===== src/rtl/apb_master_controller_if.sv =====
// Request/response handshake and APB bus bundle
// for the APB-side controller of the AHB2APB bridge.
interface apb_master_controller_if #(
  parameter int ERRCNT_W = 8
);
  logic                req_valid;
  logic [31:0]         req_addr;
  logic [31:0]         req_wdata;
  logic                req_write;
  logic [2:0]          req_sel;
  logic                bridge_ready;
  logic [31:0]         Paddr;
  logic [31:0]         Pwdata;
  logic                Pwrite;
  logic [2:0]          Pselx;
  logic                Penable;
  logic                Pready;
  logic                Pslverr;
  logic [31:0]         Prdata;
  logic                rsp_valid;
  logic [31:0]         rsp_rdata;
  logic                rsp_err;
  logic                rsp_timeout;
  logic [ERRCNT_W-1:0] err_count;

  modport master (
    input  req_valid, req_addr, req_wdata,
    input  req_write, req_sel,
    input  Pready, Pslverr, Prdata,
    output bridge_ready,
    output Paddr, Pwdata, Pwrite,
    output Pselx, Penable,
    output rsp_valid, rsp_rdata, rsp_err,
    output rsp_timeout, err_count
  );

  modport slave (
    output req_valid, req_addr, req_wdata,
    output req_write, req_sel,
    output Pready, Pslverr, Prdata,
    input  bridge_ready,
    input  Paddr, Pwdata, Pwrite,
    input  Pselx, Penable,
    input  rsp_valid, rsp_rdata, rsp_err,
    input  rsp_timeout, err_count
  );
endinterface


===== src/rtl/apb_master_controller.sv =====
// APB master: runs one SETUP/ACCESS transfer per request,
// returns a one-cycle response, times out stalled slaves.
module apb_master_controller #(
  parameter int TIMEOUT_CYCLES = 16,
  parameter int ERRCNT_W       = 8
) (
  input logic Hclk,
  input logic Hresetn,
  apb_master_controller_if.master bus
);

  localparam int WCW =
    (TIMEOUT_CYCLES > 0) ? $clog2(TIMEOUT_CYCLES + 1) : 1;
  localparam logic [WCW-1:0] LAST =
    WCW'((TIMEOUT_CYCLES > 0) ? TIMEOUT_CYCLES - 1 : 0);

  typedef enum logic [1:0] {
    IDLE, SETUP, ACCESS, RESP
  } state_t;

  state_t state_q, state_d;

  logic [WCW-1:0]      wcnt_q, wcnt_d;
  logic [2:0]          sel_q, sel_d;
  logic [31:0]         addr_q, wdata_q;
  logic                write_q, write_d;
  logic [2:0]          psel_q, psel_d;
  logic                pen_q, pen_d;
  logic                rv_q, rv_d;
  logic [31:0]         rd_q, rd_d;
  logic                err_q, err_d;
  logic                to_q, to_d;
  logic [ERRCNT_W-1:0] ecnt_q, ecnt_d;
  logic                cap;

  assign bus.bridge_ready = (state_q == IDLE);
  assign bus.Paddr        = addr_q;
  assign bus.Pwdata       = wdata_q;
  assign bus.Pwrite       = write_q;
  assign bus.Pselx        = psel_q;
  assign bus.Penable      = pen_q;
  assign bus.rsp_valid    = rv_q;
  assign bus.rsp_rdata    = rd_q;
  assign bus.rsp_err      = err_q;
  assign bus.rsp_timeout  = to_q;
  assign bus.err_count    = ecnt_q;

  // Next state, response capture and registered-output next values
  always_comb begin
    state_d = state_q;
    wcnt_d  = wcnt_q;
    rd_d    = rd_q;
    err_d   = err_q;
    to_d    = to_q;
    cap     = (state_q == IDLE) && bus.req_valid;
    sel_d   = cap ? bus.req_sel : sel_q;
    write_d = cap ? bus.req_write : write_q;
    case (state_q)
      IDLE: begin
        if (bus.req_valid) begin
          if ($onehot(bus.req_sel)) begin
            state_d = SETUP;
          end else begin
            state_d = RESP;
            rd_d    = '0;
            err_d   = 1'b1;
            to_d    = 1'b0;
          end
        end
      end
      SETUP: begin
        state_d = ACCESS;
        wcnt_d  = '0;
      end
      ACCESS: begin
        if (bus.Pready) begin
          state_d = RESP;
          err_d   = bus.Pslverr;
          to_d    = 1'b0;
          rd_d    = (!write_q && !bus.Pslverr)
                    ? bus.Prdata : '0;
        end else if (TIMEOUT_CYCLES != 0
                     && wcnt_q == LAST) begin
          state_d = RESP;
          err_d   = 1'b1;
          to_d    = 1'b1;
          rd_d    = '0;
        end else begin
          wcnt_d = wcnt_q + 1'b1;
        end
      end
      RESP:    state_d = IDLE;
      default: state_d = IDLE;
    endcase
    psel_d = (state_d == SETUP || state_d == ACCESS)
             ? sel_d : 3'b000;
    pen_d  = (state_d == ACCESS);
    rv_d   = (state_d == RESP);
    ecnt_d = ecnt_q;
    if (state_d == RESP && state_q != RESP
        && err_d && !(&ecnt_q))
      ecnt_d = ecnt_q + 1'b1;
  end

  // State, captured request and registered outputs
  always_ff @(posedge Hclk or negedge Hresetn) begin
    if (!Hresetn) begin
      state_q <= IDLE;
      wcnt_q  <= '0;
      sel_q   <= '0;
      addr_q  <= '0;
      wdata_q <= '0;
      write_q <= 1'b0;
      psel_q  <= '0;
      pen_q   <= 1'b0;
      rv_q    <= 1'b0;
      rd_q    <= '0;
      err_q   <= 1'b0;
      to_q    <= 1'b0;
      ecnt_q  <= '0;
    end else begin
      state_q <= state_d;
      wcnt_q  <= wcnt_d;
      sel_q   <= sel_d;
      write_q <= write_d;
      if (cap) begin
        addr_q  <= bus.req_addr;
        wdata_q <= bus.req_wdata;
      end
      psel_q  <= psel_d;
      pen_q   <= pen_d;
      rv_q    <= rv_d;
      rd_q    <= rd_d;
      err_q   <= err_d;
      to_q    <= to_d;
      ecnt_q  <= ecnt_d;
    end
  end

endmodule


===== src/flat_wrapper.sv =====
// flat-port wrapper written by rule: the top's interface ports become plain ports
module apb_master_controller_flat 
#(
  parameter int TIMEOUT_CYCLES = 16,
  parameter int ERRCNT_W       = 8
)
  (Hclk, Hresetn, bus_req_valid, bus_req_addr, bus_req_wdata, bus_req_write, bus_req_sel, bus_Pready, bus_Pslverr, bus_Prdata, bus_bridge_ready, bus_Paddr, bus_Pwdata, bus_Pwrite, bus_Pselx, bus_Penable, bus_rsp_valid, bus_rsp_rdata, bus_rsp_err, bus_rsp_timeout, bus_err_count);
  apb_master_controller_if #(.ERRCNT_W(ERRCNT_W)) bus_i ();
  input logic Hclk;
  input logic Hresetn;
  input wire logic [$bits(bus_i.req_valid)-1:0] bus_req_valid;
  input wire logic [$bits(bus_i.req_addr)-1:0] bus_req_addr;
  input wire logic [$bits(bus_i.req_wdata)-1:0] bus_req_wdata;
  input wire logic [$bits(bus_i.req_write)-1:0] bus_req_write;
  input wire logic [$bits(bus_i.req_sel)-1:0] bus_req_sel;
  input wire logic [$bits(bus_i.Pready)-1:0] bus_Pready;
  input wire logic [$bits(bus_i.Pslverr)-1:0] bus_Pslverr;
  input wire logic [$bits(bus_i.Prdata)-1:0] bus_Prdata;
  output wire logic [$bits(bus_i.bridge_ready)-1:0] bus_bridge_ready;
  output wire logic [$bits(bus_i.Paddr)-1:0] bus_Paddr;
  output wire logic [$bits(bus_i.Pwdata)-1:0] bus_Pwdata;
  output wire logic [$bits(bus_i.Pwrite)-1:0] bus_Pwrite;
  output wire logic [$bits(bus_i.Pselx)-1:0] bus_Pselx;
  output wire logic [$bits(bus_i.Penable)-1:0] bus_Penable;
  output wire logic [$bits(bus_i.rsp_valid)-1:0] bus_rsp_valid;
  output wire logic [$bits(bus_i.rsp_rdata)-1:0] bus_rsp_rdata;
  output wire logic [$bits(bus_i.rsp_err)-1:0] bus_rsp_err;
  output wire logic [$bits(bus_i.rsp_timeout)-1:0] bus_rsp_timeout;
  output wire logic [$bits(bus_i.err_count)-1:0] bus_err_count;
  assign bus_i.req_valid = bus_req_valid;
  assign bus_i.req_addr = bus_req_addr;
  assign bus_i.req_wdata = bus_req_wdata;
  assign bus_i.req_write = bus_req_write;
  assign bus_i.req_sel = bus_req_sel;
  assign bus_i.Pready = bus_Pready;
  assign bus_i.Pslverr = bus_Pslverr;
  assign bus_i.Prdata = bus_Prdata;
  assign bus_bridge_ready = bus_i.bridge_ready;
  assign bus_Paddr = bus_i.Paddr;
  assign bus_Pwdata = bus_i.Pwdata;
  assign bus_Pwrite = bus_i.Pwrite;
  assign bus_Pselx = bus_i.Pselx;
  assign bus_Penable = bus_i.Penable;
  assign bus_rsp_valid = bus_i.rsp_valid;
  assign bus_rsp_rdata = bus_i.rsp_rdata;
  assign bus_rsp_err = bus_i.rsp_err;
  assign bus_rsp_timeout = bus_i.rsp_timeout;
  assign bus_err_count = bus_i.err_count;
  apb_master_controller #(.TIMEOUT_CYCLES(TIMEOUT_CYCLES), .ERRCNT_W(ERRCNT_W)) u_core (.Hclk(Hclk), .Hresetn(Hresetn), .bus(bus_i));
endmodule

===== config.mk =====
export PLATFORM = sky130hd
export DESIGN_NAME = apb_master_controller_flat
export DESIGN_NICKNAME = d
export VERILOG_FILES = /design/src/rtl/apb_master_controller_if.sv /design/src/rtl/apb_master_controller.sv /design/src/flat_wrapper.sv
export SDC_FILE = /design/constraint.sdc
export NUM_CORES = 1
export LEC_CHECK = 0
export CAP_MARGIN = 15
export CORE_MARGIN = 2
export CORE_UTILIZATION = 34
export DETAILED_ROUTE_END_ITERATION = 7
export GPL_ROUTABILITY_DRIVEN = 0
export HOLD_SLACK_MARGIN = 0.12
export MAX_ROUTING_LAYER = met4
export PLACE_DENSITY = 0.74
export SYNTH_ARGS = -nofsm -noshare
export SYNTH_HDL_FRONTEND = slang
export SYNTH_SLANG_ARGS = --single-unit

===== constraint.sdc =====
create_clock -name Hclk -period 2.5 [get_ports Hclk]
set_input_delay 0.25 -clock Hclk [delete_from_list [all_inputs] [get_ports Hclk]]
set_output_delay 0.25 -clock Hclk [all_outputs]
set_load 0.1 [all_outputs]

==> results.toml, run 1 <==
[timing]
relSlewSlack_pct = 59.8
setup-tns-final_ns = 0
setup_viol = 0
final_hold_viol_count = 0
holdWs_ns = 0.380
post-route-min-period_ns = 2.38
slew_viol_final = 0
clock.fmax_mhz = 420
worst_pin_slew_ns = 0.600
finalClockSkew_ns = 0.00599
timing.final.crit_share_pct = 95.3

[clock_network]
path_clk_slew_ns = 0.05
clkLatencyLatePin_ns = 0.41
clock-sinks = 122
cts_tree = "done"
cts_made_buffers = 17
h-tree-depth = 4
cts-root-buf = "clkbuf_16"
cts_buffer_depth = 2

[layout]
drive_above_1_share_pct = 37.5
nNetsFinal = 750
diodes = 0
fin_util_pct = 54.4
fillers = 1255
multi_input_area_mm2 = 0.00184
syn_to_final_growth_pct = 57.4
regArea_mm2 = 0.00305
final_area_mm2 = 0.00784

[global_routing]
grt_antenna_before_repair = 0
grt_start_max_net_pins = 63
grt_usage_pct = 17.2
grt_overflow_total = 0
grt_pass1_vias = 4179
grt_pass1_wl_mm = 21.0

[detailed_routing]
drt_iter0_drc = 115
first_pass_iters = 6
num_vias = 3905
viasPerCell = 4.69
routed_wl_mm = 12.7
drcViolationCount = 0
wl_per_cell_um = 15.3
antenna_left = 0

[place]
dpl_cell_area_mm2 = 0.00718
hpwlAfterDp_mm = 9.48
io_buffers = 217

[critical_path]
crit_type = "reg -> reg"
r2r_cells = 10
start_kind = "flip-flop"
reg2reg_slack_ns = 0.12
critPathArrivalTime_ns = 2.71
cp.required_ns = 2.82
cp_max_fo = 4
end_kind = "flip-flop"

[floorplanning]
dieArea_mm2 = 0.0156
floorplan.rows = 44
start_util_pct = 34.5
fp.dieW_um = 125
io_pins = 218
coreArea_mm2 = 0.0144
die_y_um = 125

[job]
maxCapViolations = 0

[status]
status = "complete, no violations"

[synthesis]
synth_cell_types = 39
syn_nets = 517
yosysWarnings = 0
yosys_register_bits = 122
synth_seq_area_share_pct = 61.3
synth.avg_cell_area_um2 = 12.4
netlist_instances = 402
postSynth.asyncResetShare_pct = 100
synth_edf_count = 0
synthFlopType = "dfrtp_1"
synth.cell_area_mm2 = 0.00498

[min_path]
hold_class = "in -> async"
-- state kept, by name (all words and copies together), names as in the netlist --
| signal | cells |
|---|---|
| u_core.bus.err_count | 8 |
| u_core.bus.rsp_timeout | 1 |
| u_core.bus.Penable | 1 |
| u_core.bus.rsp_valid | 1 |
| u_core.bus.Pwrite | 1 |
| u_core.bus.rsp_err | 1 |
| u_core.bus.Pwdata | 32 |
| u_core.wcnt_q | 5 |
| u_core.sel_q | 3 |
| u_core.state_q | 2 |
| u_core.bus.Pselx | 3 |
| u_core.bus.Paddr | 32 |
| u_core.bus.rsp_rdata | 32 |
-- repair_timing --
item	4_1_cts	5_1_grt
endpoints found under the setup margin	2	3
setup buffers	0	1
pin swaps	0	6
hold endpoints to repair	42	0
hold buffers	1	0
gates resized for setup	1	7
-- metal layers --
metal	up-vias	track usage (%)	share of wire [%]
li1	1836	-	-
met1	1891	20.2	41
met2	160	28.1	51
met3	18	5.09	6.5
met4	0	6.27	1.9
met5	-	-	0
-- critical path, cell delays in order, from the launching register on --
cell	delay [ns]
dfrtp_1	0.40
ha_1	0.20
and3_1	0.16
ha_1	0.18
o31ai_1	0.08
o21ai_1	0.25
ha_2	0.24
o311a_4	0.20
nand4_1	0.17
nor4_2	0.23
xor2_1	0.19
-- placed cells by master, fill, tap and decap left out, types with 3 or more instances in the layout --
cell type / count
a21oi_1: 4
and2_1: 3
buf_12: 5
buf_4: 125
clkbuf_16: 17
clkbuf_8: 4
clkdlybuf4s50_1: 103
clkinvlp_4: 5
dfrtp_1: 122
ha_1: 7
inv_1: 11
mux2_2: 66
nand2_1: 76
nand3_1: 34
nand4_1: 3
nor2_1: 4
o21ai_0: 12
xor2_1: 7
-- cells in the mapped netlist, drive strengths merged, types with 2 or more instances --
library cell	count	area, um^2
and2	3	18.8
xor2	7	61.3
a31oi	2	12.5
nand2	78	295
o21ai	13	65.1
nor2	6	27.5
nor4	2	12.5
mux2	68	766
nand3	34	170
nor3b	3	32.5
dfrtp	122	3050
nor3	4	25.0
inv	11	41.3
a21oi	4	20.0
ha	9	113
nand4	3	18.8
buf	19	115
-- cell type report --
| class | instances | share of cell area, % |
|---|---|---|
| Sequential cell | 122 | 38.9 |
| Timing Repair Buffer | 234 | 26.5 |
| Multi-Input combinational cell | 249 | 23.4 |
| Clock buffer | 22 | 6.17 |
| Tap cell | 184 | 2.94 |
| Clock inverter | 10 | 1.48 |
| Inverter | 11 | 0.526 |
-- through the flow --
step / cells / worst slack (ns)
final: 832 / 0.118
after global routing: 832 / -0.0592
after CTS: 831 / 0.0481
after detailed placement: 798 / -0.360
after global placement: 798 / -0.291
after floorplan: 402 / -0.0185
-- path summary, 6_finish.rpt --
| check | startpoint | end |
|---|---|---|
| worst max-delay path | u_core.wcnt_q[1] | u_core.bus.err_count[5] |
| worst min-delay path | Hresetn | u_core.bus.rsp_rdata[22] |
| worst max register to register | u_core.wcnt_q[1] | u_core.bus.err_count[5] |
| worst min register to register | u_core.bus.rsp_rdata[16] | u_core.bus.rsp_rdata[16] |
| max in group asynchronous | Hresetn | u_core.bus.Paddr[21] |
| min in group Hclk | bus_Prdata[7] | u_core.bus.rsp_rdata[7] |
-- cells by family (layout without fill, tap and decap cells) --
kind of cell	count (synthesis)	in the layout	share of synthesized area (%)
buf+inv	31	277	3.21
fa+ha+maj	10	10	2.66
mux	68	68	15.4
flops	122	122	61.3
simple gates	138	138	12.9
xor+xnor	7	7	1.23
compound gates	26	26	3.37
Power of run 1 is not shown: default switching activity piles up to over one toggle a cycle in this logic, so the estimate is an artifact.
==> inputs of run 2 (changes only) <==
Settings changed: MAX_ROUTING_LAYER met4 to default, SKIP_CTS_REPAIR_TIMING from default to 1, TNS_END_PERCENT from default to 50.
==> run 2 against run 1 <==
Critical path depth unchanged. Clock skew barely moved. Final area unchanged. Critical endpoint unchanged. Largest cell class unchanged.
==> results.toml, run 2 (synthesized netlist as in run 1, its figures left out) <==
[global_routing]
grt_pass1_vias = 4175
grt_antenna_before_repair = 0
grt_start_max_net_pins = 63
grt_overflow_total = 0
grt_pass1_wl_mm = 21.0
grt_usage_pct = 16.6

[layout]
layout_common_cells = "125 x buf_4, 122 x dfrtp_1, 103 x clkdlybuf4s50_1"
syn_to_final_growth_pct = 57.4
drive_above_1_share_pct = 37.5
diodes = 0
nNetsFinal = 750
fin_cells = 832
final_common_cell = "buf_4"
fin_util_pct = 54.4
fillers = 1255

[floorplanning]
fp.dieW_um = 125
io_pins = 218
die_y_um = 125
coreArea_mm2 = 0.0144
start_util_pct = 34.5
dieArea_mm2 = 0.0156
floorplan.rows = 44

[critical_path]
start_kind = "flip-flop"
reg2reg_slack_ns = 0.12
end_kind = "flip-flop"
r2r-end = "u_core.bus.err_count[5]"
critPathArrivalTime_ns = 2.70
r2r_cells = 10
crit_type = "reg -> reg"
cp.required_ns = 2.82
regToRegStartpoint = "u_core.wcnt_q[1]"
cp_max_fo = 4

[timing]
timing.final.crit_share_pct = 95.3
worst_pin_slew_ns = 0.600
relSlewSlack_pct = 59.8
setup_viol = 0
final_hold_viol_count = 0
slew_viol_final = 0
fin_ws_ns = 0.118
holdWs_ns = 0.382
finalClockSkew_ns = 0.00644
post-route-min-period_ns = 2.38
clock.fmax_mhz = 420

[detailed_routing]
first_pass_iters = 4
num_vias = 3909
drt_iter0_drc = 111
wl_per_cell_um = 15.2
drcViolationCount = 0
antenna_left = 0
routed_wl_mm = 12.7
viasPerCell = 4.70

[min_path]
hold_class = "in -> async"

[clock_network]
path_clk_slew_ns = 0.05
cts_buffer_depth = 2
cts_tree = "done"
h-tree-depth = 4
clock-sinks = 122
cts-root-buf = "clkbuf_16"
clkLatencyLatePin_ns = 0.41
cts_made_buffers = 17

[place]
io_buffers = 217
placed_cells = 798
pre_cts_slack_ns = -0.360
hpwlAfterDp_mm = 9.48

[job]
maxCapViolations = 0

[status]
status = "complete, no violations"
==> run 2: cell counts in the layout (fill, tap and decap cells not counted) <==
No cell type changed its count.
==> run 2: layout make-up <==
cell class                      instances  area (um^2)  area share, %
Multi-Input combinational cell        249         1840           23.4
Clock inverter                         10          116           1.48
Sequential cell                       122         3050           38.9
Timing Repair Buffer                  234         2080           26.5
Inverter                               11         41.3          0.526
Tap cell                              184          230           2.94
Clock buffer                           22          484           6.17
==> run 2: critical path: stages (launching register included) <==
cell and delay [ns]:
dfrtp_1 0.40, ha_1 0.20, and3_1 0.16, ha_1 0.18
o31ai_1 0.08, o21ai_1 0.25, ha_2 0.24, o311a_4 0.20
nand4_1 0.17, nor4_2 0.23, xor2_1 0.19
==> run 2: how the worst max path moves through the flow <==
stage,startpoint,to,slack (ns),depth (start not counted)
3_3_place_gp,bus_req_sel[0],u_core.bus.err_count[1],-0.29,11
4_1_cts,u_core.wcnt_q[1],u_core.bus.err_count[5],-0.06,10
2_1_floorplan,u_core.state_q[0],u_core.bus.err_count[5],-0.02,11
5_1_grt,u_core.wcnt_q[1],u_core.bus.err_count[5],-0.06,10
6_report,u_core.wcnt_q[1],u_core.bus.err_count[5],0.12,10
3_5_place_dp,bus_req_sel[0],u_core.bus.err_count[7],-0.36,12
==> run 2: stage by stage <==
| step | TNS, ns | area, um^2 |
|---|---|---|
| 4_1_cts | -0.101 | 7780 |
| 2_1_floorplan | -0.0363 | 4990 |
| 3_3_place_gp | -1.63 | 7180 |
| 5_1_grt | -0.0918 | 7840 |
| 6_report | 0 | 7840 |
| 3_5_place_dp | -2.00 | 7180 |
==> run 2: per-layer routing <==
layer / vias to the layer above / track usage [%] / share of wire, % / wire length, um
li1: 1837 / - / - / -
met1: 1887 / 19.5 / 39 / 5010
met2: 167 / 28.1 / 51 / 6480
met3: 18 / 5.78 / 7.5 / 953
met4: 0 / 6.27 / 1.9 / 240
met5: - / 0 / 0 / 0
Power of run 2 is left out for the same reason.
==> inputs of run 3 (changes only) <==
Settings changed: CORE_UTILIZATION 34 to 30, MAX_ROUTING_LAYER from default to met4, PLACE_DENSITY 0.74 to 0.67.
==> run 3 against run 2 <==
Setup slack lost 0.0037 ns. Utilization fell by 6.0 points. Via count is 1.2% lower. Die area rose by 13%. Final area is 1.3% higher. Clock-buffer cell count is 2 lower. Flip-flop and latch count did not move. Critical path depth increased by 2. Global-route usage fell by 1.1 points. Register-to-register slack better by 0.05 ns. Final cell count increased by 4.4%. Sequential share of layout area decreased by 0.49 points. Critical endpoint is now u_core.bus.err_count[7]. Highest routed layer unchanged.
==> results.toml, run 3 (synthesized netlist as in run 1, its figures left out) <==
[status]
status = "complete, no violations"

[layout]
final_area_mm2 = 0.00794
syn_to_final_growth_pct = 59.4
fin_util_pct = 48.4
final_common_cell = "buf_4"
nNetsFinal = 751
drive_above_1_share_pct = 37.8
diodes = 0
layout_common_cells = "127 x buf_4, 122 x dfrtp_1, 103 x clkdlybuf4s50_1"

[floorplanning]
io_pins = 218
start_util_pct = 30.4
dieArea_mm2 = 0.0177
coreArea_mm2 = 0.0164
floorplan.rows = 47
fp.dieW_um = 133
die_y_um = 133

[place]
io_buffers = 217
hpwlAfterDp_mm = 9.59
dpl_cell_area_mm2 = 0.00723
pre_cts_slack_ns = -0.434

[timing]
final_hold_viol_count = 0
clock.fmax_mhz = 419
post-route-min-period_ns = 2.39
setup-tns-final_ns = 0
setup_viol = 0
timing.final.crit_share_pct = 95.4
slew_viol_final = 0
finalClockSkew_ns = 0.0129
worst_pin_slew_ns = 0.581
fin_ws_ns = 0.115
relSlewSlack_pct = 61.0

[critical_path]
crit_slowest_cell = "fa_1"
reg2reg_slack_ns = 0.17
slowest_delay_ns = 0.54
cp-startpoint = "bus_req_sel[0]"
r2r_cells = 9
start_kind = "input port"
crit_family = "adder cells"
r2r-end = "u_core.bus.err_count[1]"
endpoint = "u_core.bus.err_count[7]"
cp_max_fo = 4
path_buf_inv = 2
cp_cell_sequence = "clkdlybuf4s50_1, inv_1, fa_1, nand2b_4, nand2_1, o21ai_0, mux2_4, ha_2, o311a_4, nand4_1, nor4_2, xor2_1"
end_kind = "flip-flop"
critPathArrivalTime_ns = 2.72
crit_type = "in -> reg"
regToRegStartpoint = "u_core.wcnt_q[0]"
cp.required_ns = 2.84
cp.depth = 12

[clock_network]
cts-root-buf = "clkbuf_16"
cts_buffer_depth = 2
cts_tree = "done"
h-tree-depth = 4
path_clk_slew_ns = 0.06
clkLatencyLatePin_ns = 0.41
cts_made_buffers = 17
clock-sinks = 122

[min_path]
hold_class = "in -> async"

[global_routing]
grt_pass1_vias = 4088
grt_pass1_wl_mm = 20.9
grt_antenna_before_repair = 0
grt_overflow_total = 0
grt_usage_pct = 15.5
grt_start_max_net_pins = 62

[detailed_routing]
drt_iter0_drc = 167
antenna_left = 0
wl_per_cell_um = 14.9
routed_wl_mm = 12.9
viasPerCell = 4.45
first_pass_iters = 4
drcViolationCount = 0
num_vias = 3863

[job]
maxCapViolations = 0
-- run 3: worst min path at each step --
stage	to	depth (start not counted)
final	u_core.bus.rsp_rdata[30]	2
after CTS	u_core.bus.rsp_rdata[30]	1
after detailed placement	u_core.bus.rsp_rdata[30]	1
after floorplan	u_core.bus.Paddr[0]	0
after global routing	u_core.bus.rsp_rdata[30]	2
after global placement	u_core.bus.rsp_rdata[30]	1
-- run 3: area by class of cell --
| cell class | count | area [um^2] |
|---|---|---|
| timing repair buffer | 235 | 2070 |
| clock buffer | 20 | 457 |
| tap | 220 | 275 |
| sequential | 122 | 3050 |
| clock inverter | 12 | 195 |
| inverter | 11 | 41.3 |
| fill | 1461 | 8460 |
| multi-input combinational | 249 | 1850 |
-- run 3: worst reg2reg max path, stage by stage, from the launching register on --
cell     delay, ns
dfrtp_1       0.41
ha_1          0.24
and3_1        0.18
ha_1          0.20
o31ai_1       0.26
o21ai_2       0.12
ha_2          0.20
o311a_4       0.12
nor3b_4       0.16
mux2_1        0.33
-- run 3: per-layer routing --
metal / vias up / global-route usage, % / part of all wire, %
met4: 0 / 6.09 / 1.8
met2: 148 / 24.5 / 50
met3: 19 / 5.67 / 6.6
li1: 1837 / - / -
met5: - / - / 0
met1: 1859 / 17.9 / 42
-- run 3: metrics by stage --
| step | instances | hold slack [ns] |
|---|---|---|
| after floorplan | 402 | -0.0456 |
| after global placement | 836 | 0.191 |
| after detailed placement | 836 | 0.191 |
| after CTS | 868 | -0.253 |
| after global routing | 869 | 0.356 |
| final | 869 | 0.327 |
Power of run 3 is left out for the same reason.
